### src/rtl/led_scan_mux.sv
// Time-multiplexed digit scanner with dead time, PWM dimming, blank/blink and frame-coherent buffering.
// Outputs registered, 1-cycle latency from counter state; free-running, no backpressure.
module led_scan_mux #(
    parameter int              N_DIGITS     = 8,
    parameter int              SEG_W        = 8,
    parameter int              PRESCALE     = 1024,
    parameter int              BLANK_CYC    = 16,
    parameter int              DIM_W        = 4,
    parameter int              BLINK_FRAMES = 64,
    parameter logic [SEG_W-1:0] SEG_OFF     = '1
) (
    input  logic                         clk,
    input  logic                         rst,
    input  logic                         en,
    input  logic [N_DIGITS*SEG_W-1:0]    digits_in,
    input  logic [N_DIGITS-1:0]          blank_mask,
    input  logic [N_DIGITS-1:0]          blink_mask,
    input  logic [DIM_W-1:0]             brightness,
    output logic [N_DIGITS-1:0]          LEDSEL,
    output logic [SEG_W-1:0]             LEDOUT,
    output logic                         frame_done
);

    localparam int          CYC_W   = $clog2(PRESCALE);
    localparam int          SLOT_W  = $clog2(N_DIGITS);
    localparam int          FR_W    = (BLINK_FRAMES > 1) ? $clog2(BLINK_FRAMES) : 1;
    localparam logic [31:0] ACT_LEN = 32'(PRESCALE - BLANK_CYC);

    logic [CYC_W-1:0]                   cyc_q, cyc_d;
    logic [SLOT_W-1:0]                  slot_q, slot_d;
    logic [FR_W-1:0]                    frame_q;
    logic                               blink_ph_q;
    logic [DIM_W-1:0]                   bright_q;
    logic [N_DIGITS-1:0][SEG_W-1:0]     buf_dig_q;
    logic [N_DIGITS-1:0]                buf_blank_q;
    logic [N_DIGITS-1:0]                buf_blink_q;
    logic [N_DIGITS-1:0]                ledsel_q, ledsel_d;
    logic [SEG_W-1:0]                   ledout_q, ledout_d;
    logic                               frame_done_q;

    logic        cyc_wrap;
    logic        frame_end;
    logic        capture;
    logic [31:0] on_len;
    logic [31:0] cyc_ext;
    logic        in_window;
    logic        lit;

    assign cyc_wrap  = (cyc_q == CYC_W'(PRESCALE - 1));
    assign frame_end = en && cyc_wrap && (slot_q == SLOT_W'(N_DIGITS - 1));

    always_comb begin
        cyc_d  = '0;
        slot_d = '0;
        if (en) begin
            cyc_d  = cyc_wrap ? '0 : cyc_q + CYC_W'(1);
            slot_d = slot_q;
            if (cyc_wrap) begin
                slot_d = (slot_q == SLOT_W'(N_DIGITS - 1)) ? '0 : slot_q + SLOT_W'(1);
            end
        end
    end

    // Start of a frame (including every disabled cycle) latches the whole display image.
    assign capture = (cyc_d == '0) && (slot_d == '0);

    // Full-width product before the shift so low brightness codes are not rounded away early.
    assign on_len    = (ACT_LEN * (32'(bright_q) + 32'd1)) >> DIM_W;
    assign cyc_ext   = 32'(cyc_q);
    assign in_window = (cyc_ext >= 32'(BLANK_CYC)) && (cyc_ext < 32'(BLANK_CYC) + on_len);
    assign lit       = en && in_window && !buf_blank_q[slot_q]
                       && !(buf_blink_q[slot_q] && blink_ph_q);

    always_comb begin
        ledsel_d = '1;
        ledout_d = SEG_OFF;
        if (lit) begin
            ledsel_d[slot_q] = 1'b0;
            ledout_d         = buf_dig_q[slot_q];
        end
    end

    always_ff @(posedge clk or negedge rst) begin
        if (!rst) begin
            cyc_q        <= '0;
            slot_q       <= '0;
            frame_q      <= '0;
            blink_ph_q   <= 1'b0;
            bright_q     <= '0;
            buf_dig_q    <= {N_DIGITS{SEG_OFF}};
            buf_blank_q  <= '0;
            buf_blink_q  <= '0;
            ledsel_q     <= '1;
            ledout_q     <= SEG_OFF;
            frame_done_q <= 1'b0;
        end else begin
            cyc_q  <= cyc_d;
            slot_q <= slot_d;
            if (capture) begin
                buf_dig_q   <= digits_in;
                buf_blank_q <= blank_mask;
                buf_blink_q <= blink_mask;
            end
            if (cyc_d == '0) begin
                bright_q <= brightness;
            end
            if (frame_end) begin
                if (frame_q == FR_W'(BLINK_FRAMES - 1)) begin
                    frame_q    <= '0;
                    blink_ph_q <= ~blink_ph_q;
                end else begin
                    frame_q <= frame_q + FR_W'(1);
                end
            end
            ledsel_q     <= ledsel_d;
            ledout_q     <= ledout_d;
            frame_done_q <= frame_end;
        end
    end

    assign LEDSEL     = ledsel_q;
    assign LEDOUT     = ledout_q;
    assign frame_done = frame_done_q;

endmodule

### config.mk
export PLATFORM = sky130hd
export DESIGN_NAME = led_scan_mux
export DESIGN_NICKNAME = d
export VERILOG_FILES = /design/src/rtl/led_scan_mux.sv
export SDC_FILE = /design/constraint.sdc
export NUM_CORES = 1
export LEC_CHECK = 0
export CORE_MARGIN = 2
export CORE_UTILIZATION = 35
export DETAILED_ROUTE_END_ITERATION = 12
export GPL_ROUTABILITY_DRIVEN = 0
export GPL_TIMING_DRIVEN = 0
export PLACE_DENSITY = 0.56
export SLEW_MARGIN = 40
export SYNTH_ARGS = -nofsm -noshare
export SYNTH_HDL_FRONTEND = slang
export SYNTH_SLANG_ARGS = --single-unit
### constraint.sdc
create_clock -name clk -period 14.1 [get_ports clk]
set_clock_uncertainty 0.2 [all_clocks]
set_input_delay 2.82 -clock clk [delete_from_list [all_inputs] [get_ports clk]]
set_output_delay 2.82 -clock clk [all_outputs]
set_load 0.05 [all_outputs]
After elaboration in Yosys (flattened, before gate mapping)
Index checks and enable logic that the tools add are counted.

Flip-flop bits (word level): 121. Latch bits: 0. Bits in writable memories: 0. Bits in read-only memories: 0. Output and inout bits: 17. Word-level logic and storage cells: 63. Memories: 0.

Add/subtract/negate cells: 5. $mul: 1. Divide/modulo/power cells: 0. Magnitude comparators: 4. Equality and inequality tests: 3. Shift-type cells: 0. Multiplexer cells: 16. Bitwise operators: 2. Reduce and logical (&&, ||, !) cells: 14.

Operators with widths (number): binary-select mux 8 bit (select 3 bit) (1); 2-to-1 mux 8 bit (3); 2-to-1 mux 10 bit (2); adder 5 x 11 -> 12 bit, first input constant (1); < comparator 10 x 12 -> 1 bit (1); multiplier 6 x 5 -> 11 bit, first input constant (1); adder 10 x 1 -> 10 bit, second input constant (1); equality test 10 bit, second input constant (1); greater-or-equal comparator 10 x 5 -> 1 bit, second input constant (1); zero test 10 bit (1); logical AND 1 bit (9); 2-to-1 mux 3 bit (3); inverter 8 bit (1); adder 6 x 1 -> 6 bit, second input constant (1); binary-select mux 1 bit (select 3 bit) (2); equality test 6 bit, second input constant (1); 2-to-1 mux 6 bit (1); adder 4 x 1 -> 5 bit, second input constant (1); < comparator 3 x 4 -> 1 bit, second input constant (1); adder 3 x 1 -> 3 bit, second input constant (1); demux 1 bit (select 3 bit) (1); equality test 3 bit, second input constant (1); greater-or-equal comparator 3 x 1 -> 1 bit, second input constant (1); zero test 3 bit (1); 4 further kinds (7).

Longest topological paths before layout
Depth after elaboration: 9. Mapped depth: 24. Depth with buffers taken out: 23.

Worst setup path before layout
No wires, ideal clock.

Path kind: register to register. Start point: reg bright_q[0]. End point: reg ledsel_q[4] (netlist: LEDSEL[4]). Library setup time: 99 ps. Data arrival time: 5161 ps. Path slack: 8639 ps. Cell stages (with the launch flop): 23. Path buffers: 1. Period minus slack after synthesis: 5461 ps. Cell sequence: dfrtp_1 > ha_1 > xor2_1 > inv_1 > fa_1 > inv_1 > fa_1 > inv_1 > fa_1 > inv_1 > ha_1 > nor2b_1 > o21a_1 > o21ai_0 > nand2b_1 > a21oi_1 > xor2_1 > ha_1 > nor3_1 > o311ai_0 > a31oi_1 > clkbuf_1 > nand3_1.

Word-level cells in the longest chain between the ends: 9.

RTL lines: start, declared (line 33) `logic [DIM_W-1:0] bright_q;`; start signal, assigned (line 105) `bright_q <= brightness;`; adder 4 x 1 -> 5 bit (line 68) `assign on_len = (ACT_LEN * (32'(bright_q) + 32'd1)) >> DIM_W;`; multiplier 6 x 5 -> 11 bit (line 68); adder 5 x 11 -> 12 bit (line 70) `assign in_window = (cyc_ext >= 32'(BLANK_CYC)) && (cyc_ext < 32'(BLANK_CYC) + on_len);`; < comparator 10 x 12 -> 1 bit (line 70); logical AND 1 bit (line 70); logical AND 1 bit (2 in series) (line 71) `assign lit = en && in_window && !buf_blank_q[slot_q]`; logical AND 1 bit (line 72) `&& !(buf_blink_q[slot_q] && blink_ph_q);`; 2-to-1 mux 8 bit (line 77) `if (lit) begin`; named net ledsel_d[4] (line 37) `logic [N_DIGITS-1:0] ledsel_q, ledsel_d;`; end signal, assigned (line 115) `ledsel_q <= ledsel_d;`; end, declared (line 37).

The timed path passes the listed nets, and every way through them passes these cells. A chain may end at the register's enable or synchronous reset.

Worst setup path after layout
Start point: reg bright_q[0]. End point: reg ledsel_q[7] (netlist: LEDSEL[7]).

Same word-level chain as after synthesis.

==> run metrics <==
Worst EP required 14.21 ns; DIE WIDTH 141.0 µm; Tmin final 6.453 ns; Hold Path End buf_blank_q[4]$_DFFE_PN0P_; area of the multi-input gates 3162 µm²; Final Hold Viols 0; Routed WL 15590 µm; Synth Area in Simple Gates 8.208%; TritonCTS buffer count 17; Crit path largest cell delay 0.56 ns; starting density of the core 35.36%; Warnings, synthesis 0; post-DR wirelength/cell 17.38 µm; 1st-iter DRT viols 228; clk_lat worst skew 0.42 ns; vias 4525; Max Cap Viol 0; DR vias/cell 5.045; Die Ht 141.0 µm; Placed Area 7941 µm²; Layout area overhead 29.96%; unique cell type count in the Yosys netlist 59; Synth Area in XOR/XNOR 2.533%; post-place setup slack 7.653 ns; Rel. slew slack 48.70%; top layer in use met4; nets 781; remaining antenna violation count after routing 0; slowest stage cell, crit path a31oi_2; reg2reg start bright_q[0]$_DFFE_PN0P_; top post-synthesis cells by area dfstp_2 32%, dfrtp_1 16%, mux2_1 14%, ha_1 6.3%, mux4_2 3.4%; GR Overflow Total 0; Metal-1 WL 6996 µm; Compound-Gate Fraction of Synth Area 8.075%; Mapped Cells 527; RSZ-0062 raised after global routing false; Peak VDD IR 92.58 µV; WP data arrival 6.57 ns; Hold Buf Count CTS 0; Root Driver clkbuf_16; Reg clk slew, reported paths 0.06 ns; Port Buf Inserts 103; Synth top area share 31.99%; reg2reg path depth 22; f_max 155.0 MHz; CTS HTree Levels 4; worst path cell trace ha_1 > xor2_1 > inv_1 > fa_1 > inv_1 > fa_1 > inv_1 > fa_1 > inv_1 > ha_1 > nor2b_1 > o21a_1 > o21ai_0 > nand2b_1 > a21oi_1 > xor2_1 > ha_1 > nor3_1 > o311ai_0 > a31oi_2 > clkbuf_1 > nand3_1; Post-Synth Adder-Cell Area 9.636%; hold path depth 1; Total Routing Usage GR 16.82%; pwr dens 148.2 nW/µm²; fill cell count 1664; predominant post-synthesis flop cell dfstp_2; DRT Pass-1 Iters 6; DRC violations left 0; final worst slack 7.647 ns; ANT cells 0; Core Region 18580 µm²; Setup-failing EPs final 0; Tcrit/Tclk final 45.77%; CTS tree built; most area-hungry cell type in the Yosys netlist dfstp_2; R2R Setup Slk 7.65 ns; post-route cell area 8538 µm²; met3 wire length 667 µm; number of synthesized flops with an enable pin 0; CP Capture Type flop; post_cts resized 0; Leakage 3.469 nW; Die ar. 19880 µm²; worst-path fanout max 10; element type at the critical path start flop; Syn Nets 658; first-pass GRT wire length 25810 µm; met2 WL 7722 µm; pin count of the biggest net entering global routing 71; CP Class reg -> reg; largest family of logic cells by synthesized area multiplexers; Sum Neg Setup Slack 0 ns; actual transition at the worst max-transition pin 0.7695 ns; Max Transition Viols Final 0; standard-cell rows 50; RR Endpoint LEDSEL[7]$_DFF_PN1_; post-DP HPWL 11440 µm; worst hold start buf_blank_q[4]$_DFFE_PN0P_; ys async rst share 100.0%; Avg Cell Area, Syn 12.47 µm²; register area share after synthesis 47.61%; Synth Register Bits 121; cell mode on critical path inv_1; Ports 104; outcome finished, final reports clean; share of layout cells above drive strength 1 23.23%; Mapped Area 6570 µm²; mux share of post-synthesis cell area 19.44%; initial antenna violation count 0; Hold Path Class reg -> reg; vias in the first global route 4870; sequential cell area 3128 µm²; Max Root-Sink Buffers 2; total setup buffers inserted after CTS 0; Num Clock Sinks 121
where the power goes:
group          switching, W  total, W  internal (W)
clock network      0.000171  0.000433      0.000261
logic              0.000211  0.000413      0.000202
registers         0.0000194  0.000420      0.000400
state kept, by name, indices dropped and copies added, names as in the netlist:
register,flops
buf_dig_q,64
cyc_q,10
LEDOUT,8
LEDSEL,8
buf_blank_q,8
buf_blink_q,8
frame_q,6
bright_q,4
slot_q,3
blink_ph_q,1
frame_done,1
per-layer routing:
metal / up-vias / GRT usage, %
met1: 2269 / 21.59
li1: 2131 / -
met5: - / 0
met4: 0 / 4.737
met3: 20 / 4.212
met2: 105 / 28.34
area by class of cell:
type,instances,share of cell area [%]
plain buffers,26,1.934
clock buffers,19,5.437
clock inverters,13,1.539
inverters,35,1.539
multi-input cells,345,37.03
flip-flops and latches,121,36.64
well taps,234,3.429
repair buffers,104,12.46
stage by stage:
stage | std cells | power [W] | util (%) | hold WS (ns)
2_1_floorplan | 527 | 0.0007249 | - | 0.2462
3_3_place_gp | 864 | 0.0008284 | 42.48 | 0.2706
3_5_place_dp | 865 | 0.0008411 | 42.74 | 0.2790
4_1_cts | 897 | 0.001283 | 45.95 | 0.2915
5_1_grt | 897 | 0.001369 | 45.95 | 0.3068
6_report | 897 | 0.001265 | 45.95 | 0.2865
synthesized netlist by cell type, drive strengths merged (6+ instances only):
cell    count
a21oi      19
a221oi      6
buf        17
clkbuf      9
dfrtp      41
dfstp      80
fa         11
ha         33
inv        34
mux2       89
mux4       10
nand2      26
nand3      15
nor2       23
nor2b       6
nor3        7
o21ai      12
xnor2       8
xor2       11
critical path, delay by kind of cell (launching register included):
| family | cells | cell delay (ns) |
|---|---|---|
| compound gates | 5 | 1.39 |
| xor+xnor | 2 | 0.45 |
| fa+ha+maj | 6 | 2.39 |
| buf+inv | 5 | 0.80 |
| flops | 1 | 0.50 |
| simple gates | 4 | 0.59 |
how the worst max path moves through the flow:
stage | start | to | slack, ns
finish | bright_q[0]$_DFFE_PN0P_ | LEDSEL[7]$_DFF_PN1_ | 7.65
global route | bright_q[0]$_DFFE_PN0P_ | LEDSEL[7]$_DFF_PN1_ | 7.16
CTS | bright_q[0]$_DFFE_PN0P_ | LEDSEL[7]$_DFF_PN1_ | 7.61
detailed placement | bright_q[0]$_DFFE_PN0P_ | LEDSEL[6]$_DFF_PN1_ | 7.65
global placement | rst | blink_ph_q$_DFFE_PN0P_ | 5.33
floorplan | bright_q[0]$_DFFE_PN0P_ | LEDSEL[4]$_DFF_PN1_ | 8.64
cell families after synthesis:
logic type	Yosys count
flops	121
mux	104
simple gates	103
compound gates	75
buf+inv	61
fa+ha+maj	44
xor+xnor	19
placed cells by master (no fill, tap or decap), types with 3 or more instances in the layout:
master,count
clkdlybuf4s50_1,102
dfstp_2,80
mux2_1,80
dfrtp_1,41
inv_1,34
ha_1,33
nand2_1,26
nor2_1,23
a21oi_1,19
clkbuf_16,18
nand3_1,15
o21ai_0,12
xor2_1,11
fa_1,11
mux4_2,10
clkbuf_1,9
mux2_2,9
xnor2_1,8
buf_6,8
nor3_1,7
nor2b_1,6
a221oi_1,6
inv_6,6
a21o_1,5
buf_2,5
a22oi_1,5
mux2i_1,5
and2_1,3
buf_1,3
a211oi_1,3
o211ai_1,3
nand3b_1,3
clkinv_4,3
clkinvlp_4,3
Power figures use the tool's default switching activity.
==> variant: new RTL, same flow settings <==
Put one more register stage on the output `LEDSEL`. The value now appears one clock later. The other outputs are not delayed to match.
--- a/src/rtl/led_scan_mux.sv
+++ b/src/rtl/led_scan_mux.sv
@@ -118,7 +118,9 @@
         end
     end
 
-    assign LEDSEL     = ledsel_q;
+    always_ff @(posedge clk) begin
+        LEDSEL <= ledsel_q;
+    end
     assign LEDOUT     = ledout_q;
     assign frame_done = frame_done_q;
 
Function: no difference found for any inputs over 10 cycles, from zero or initial values and one cycle with rst low; that may be too few to reach the edited logic, so the function may still have changed.
==> variant against the unedited design <==
- sequential cell count grew 8
- worst hold slack got worse by 91 ps
- via count grew 4.1%
- count of clock-buffer cells in the layout did not move
- die area grew 9.1%
- synthesized area is 9.4% higher
- total power rose by 2.8%
- cell area increased by 7.1%
- worst setup slack better by 120 ps
- routed wire length is 12% higher
- core utilization fell by 0.61 points
- sequential power rose by 6.0%
- cell count is 6.9% higher
- critical path type unchanged
==> variant: results (changes against the unedited design) <==
| Metric | Value |
|---|---|
| Status | `finished clean` |
| Leading cell types by total area after synthesis | `dfstp_2 (29%), mux2_4 (17%), dfrtp_1 (14%)` |
| Worst hold-check path type | `reg2reg` |
| YS warnings | `0 (unchanged)` |
| R2R Setup Slk | `7770 ps (+120 ps)` |
| Syn nets | `684 (+4.0%)` |
| Gr usage total | `17.1% (+0.23 points)` |
| Top cells by count, synth | `dfstp_2 (80), mux2_4 (80), dfrtp_1 (41)` |
| Post-synthesis sequential area ratio | `45.8% (-1.9 points)` |
| Synth Area per Inst | `13.0 sq um (+4.2%)` |
| Hold Path Sink | `LEDSEL[1]` |
| First-pass GRT wire length | `28200 um (+9.2%)` |
| Vias in the first global route | `5063 (+4.0%)` |
| Placement Cell Area | `0.00859 sq mm (+8.2%)` |
| Placed cell count | `927 (+7.2%)` |
| Post-synthesis adder-cell area fraction | `8.81% (-0.83 points)` |
| Post CTS Setup Buffer Count | `0 (unchanged)` |
| RR Startpoint | `bright_q[0]` |
| Leakage power | `4.05 nW (+17%)` |
| P_int | `901 uW (+4.2%)` |
| Hold path depth | `0 (-1)` |
| Post-Synth XOR/XNOR Area | `2.32% (-0.22 points)` |
| Via density | `4.91 (-2.7%)` |
| Post-synthesis mux area share | `21.9% (+2.5 points)` |
| Via count | `4709 (+4.1%)` |
| Crit-path slowest cell | `fa_1` |
| # nets final | `807 (+3.3%)` |
| CP arrival | `6430 ps (-140 ps)` |
| Worst r2r dst | `LEDOUT[2]` |
| Iteration-0 DRC Markers | `271 (+19%)` |
| Maximum vdd ir drop | `0.0820 mV (-11%)` |
| Cells on worst reg2reg path | `21 (-4.5%)` |
| Asr flop ratio synth | `93.8% (-6.2 points)` |
| Hold_sp | `ledsel_q[1]` |
| 1st-pass router iterations | `4 (-2)` |
| Dpl hpwl | `12700 um (+11%)` |
| Pin count of the biggest net entering global routing | `67 (-5.6%)` |
| Synth Area in Compound Gates | `7.21% (-0.87 points)` |
| # fillers | `1856 (+12%)` |
| Routed WL per cell | `18.2 um (+4.9%)` |
| Layout cells sized above 1 | `34.0% (+11 points)` |
| Fin Setup TNS | `0 ps (unchanged)` |
| Slew @ Worst Pin | `746 ps (-23.5 ps)` |
| Dominant synthesized flop cell | `dfstp_2` |
==> variant: metrics by stage <==
stage	hold slack, ps	total power [mW]	worst slack (ps)
finish	196	1.30	7770
global route	199	1.40	7250
CTS	197	1.32	7800
detailed placement	187	0.901	7820
global placement	190	0.888	5480
floorplan	186	0.783	8700
==> variant: how the worst max path moves through the flow <==
stage,from,slack (ps),to
after floorplan,bright_q[0],8700,LEDOUT[0]
after CTS,bright_q[0],7800,LEDOUT[2]
after global routing,bright_q[0],7250,LEDOUT[2]
after detailed placement,bright_q[0],7820,LEDOUT[2]
after global placement,rst,5480,frame_done
final,bright_q[0],7770,LEDOUT[2]
==> variant: kinds of logic after synthesis <==
family	Yosys count
XOR/XNOR	19
adder cells (fa/ha/maj)	44
AND/OR/NAND/NOR	118
buffers and inverters	61
AO/OA/AOI/OAI	72
multiplexers	110
flip-flops	129
==> variant: worst reg2reg max path, stage by stage (launching register included) <==
cell and delay [ps]:
dfrtp_1 520, ha_1 280, xor2_1 360, inv_1 150
fa_1 500, inv_1 120, fa_1 560, inv_1 60
fa_1 520, inv_1 40, ha_1 320, nor2b_1 150
o21a_1 170, o21ai_0 210, nand2b_1 80, a21oi_1 170
xor2_1 90, ha_1 190, a2111oi_0 390, a221o_1 440
clkbuf_1 530, nand3_1 170
==> variant: metal layers <==
layer  wire length (um)  up-vias  GRT usage (%)
met5                  0        -              0
met3                759       17           3.79
li1                   -     2225              -
met2               7870      110           26.1
met4                212        0           5.53
met1               8640     2357           24.1
==> variant: area by class of cell <==
type	count	area, sq um	area share, %
Inverter	35	131	1.44
Timing Repair Buffer	104	1060	11.6
Clock inverter	13	114	1.24
Sequential cell	129	3290	36.0
Buffer	26	279	3.05
Multi-Input combinational cell	363	3490	38.2
Clock buffer	19	443	4.84
Tap cell	270	338	3.69
==> variant: power by group through the flow <==
| stage | sequential, mW | clock, mW | combinational (mW) |
|---|---|---|---|
| floorplan | 0.442 | 0 | 0.340 |
| global placement | 0.449 | 0 | 0.440 |
| detailed placement | 0.451 | 0 | 0.450 |
| CTS | 0.445 | 0.423 | 0.453 |
| global route | 0.450 | 0.439 | 0.507 |
| finish | 0.445 | 0.414 | 0.442 |
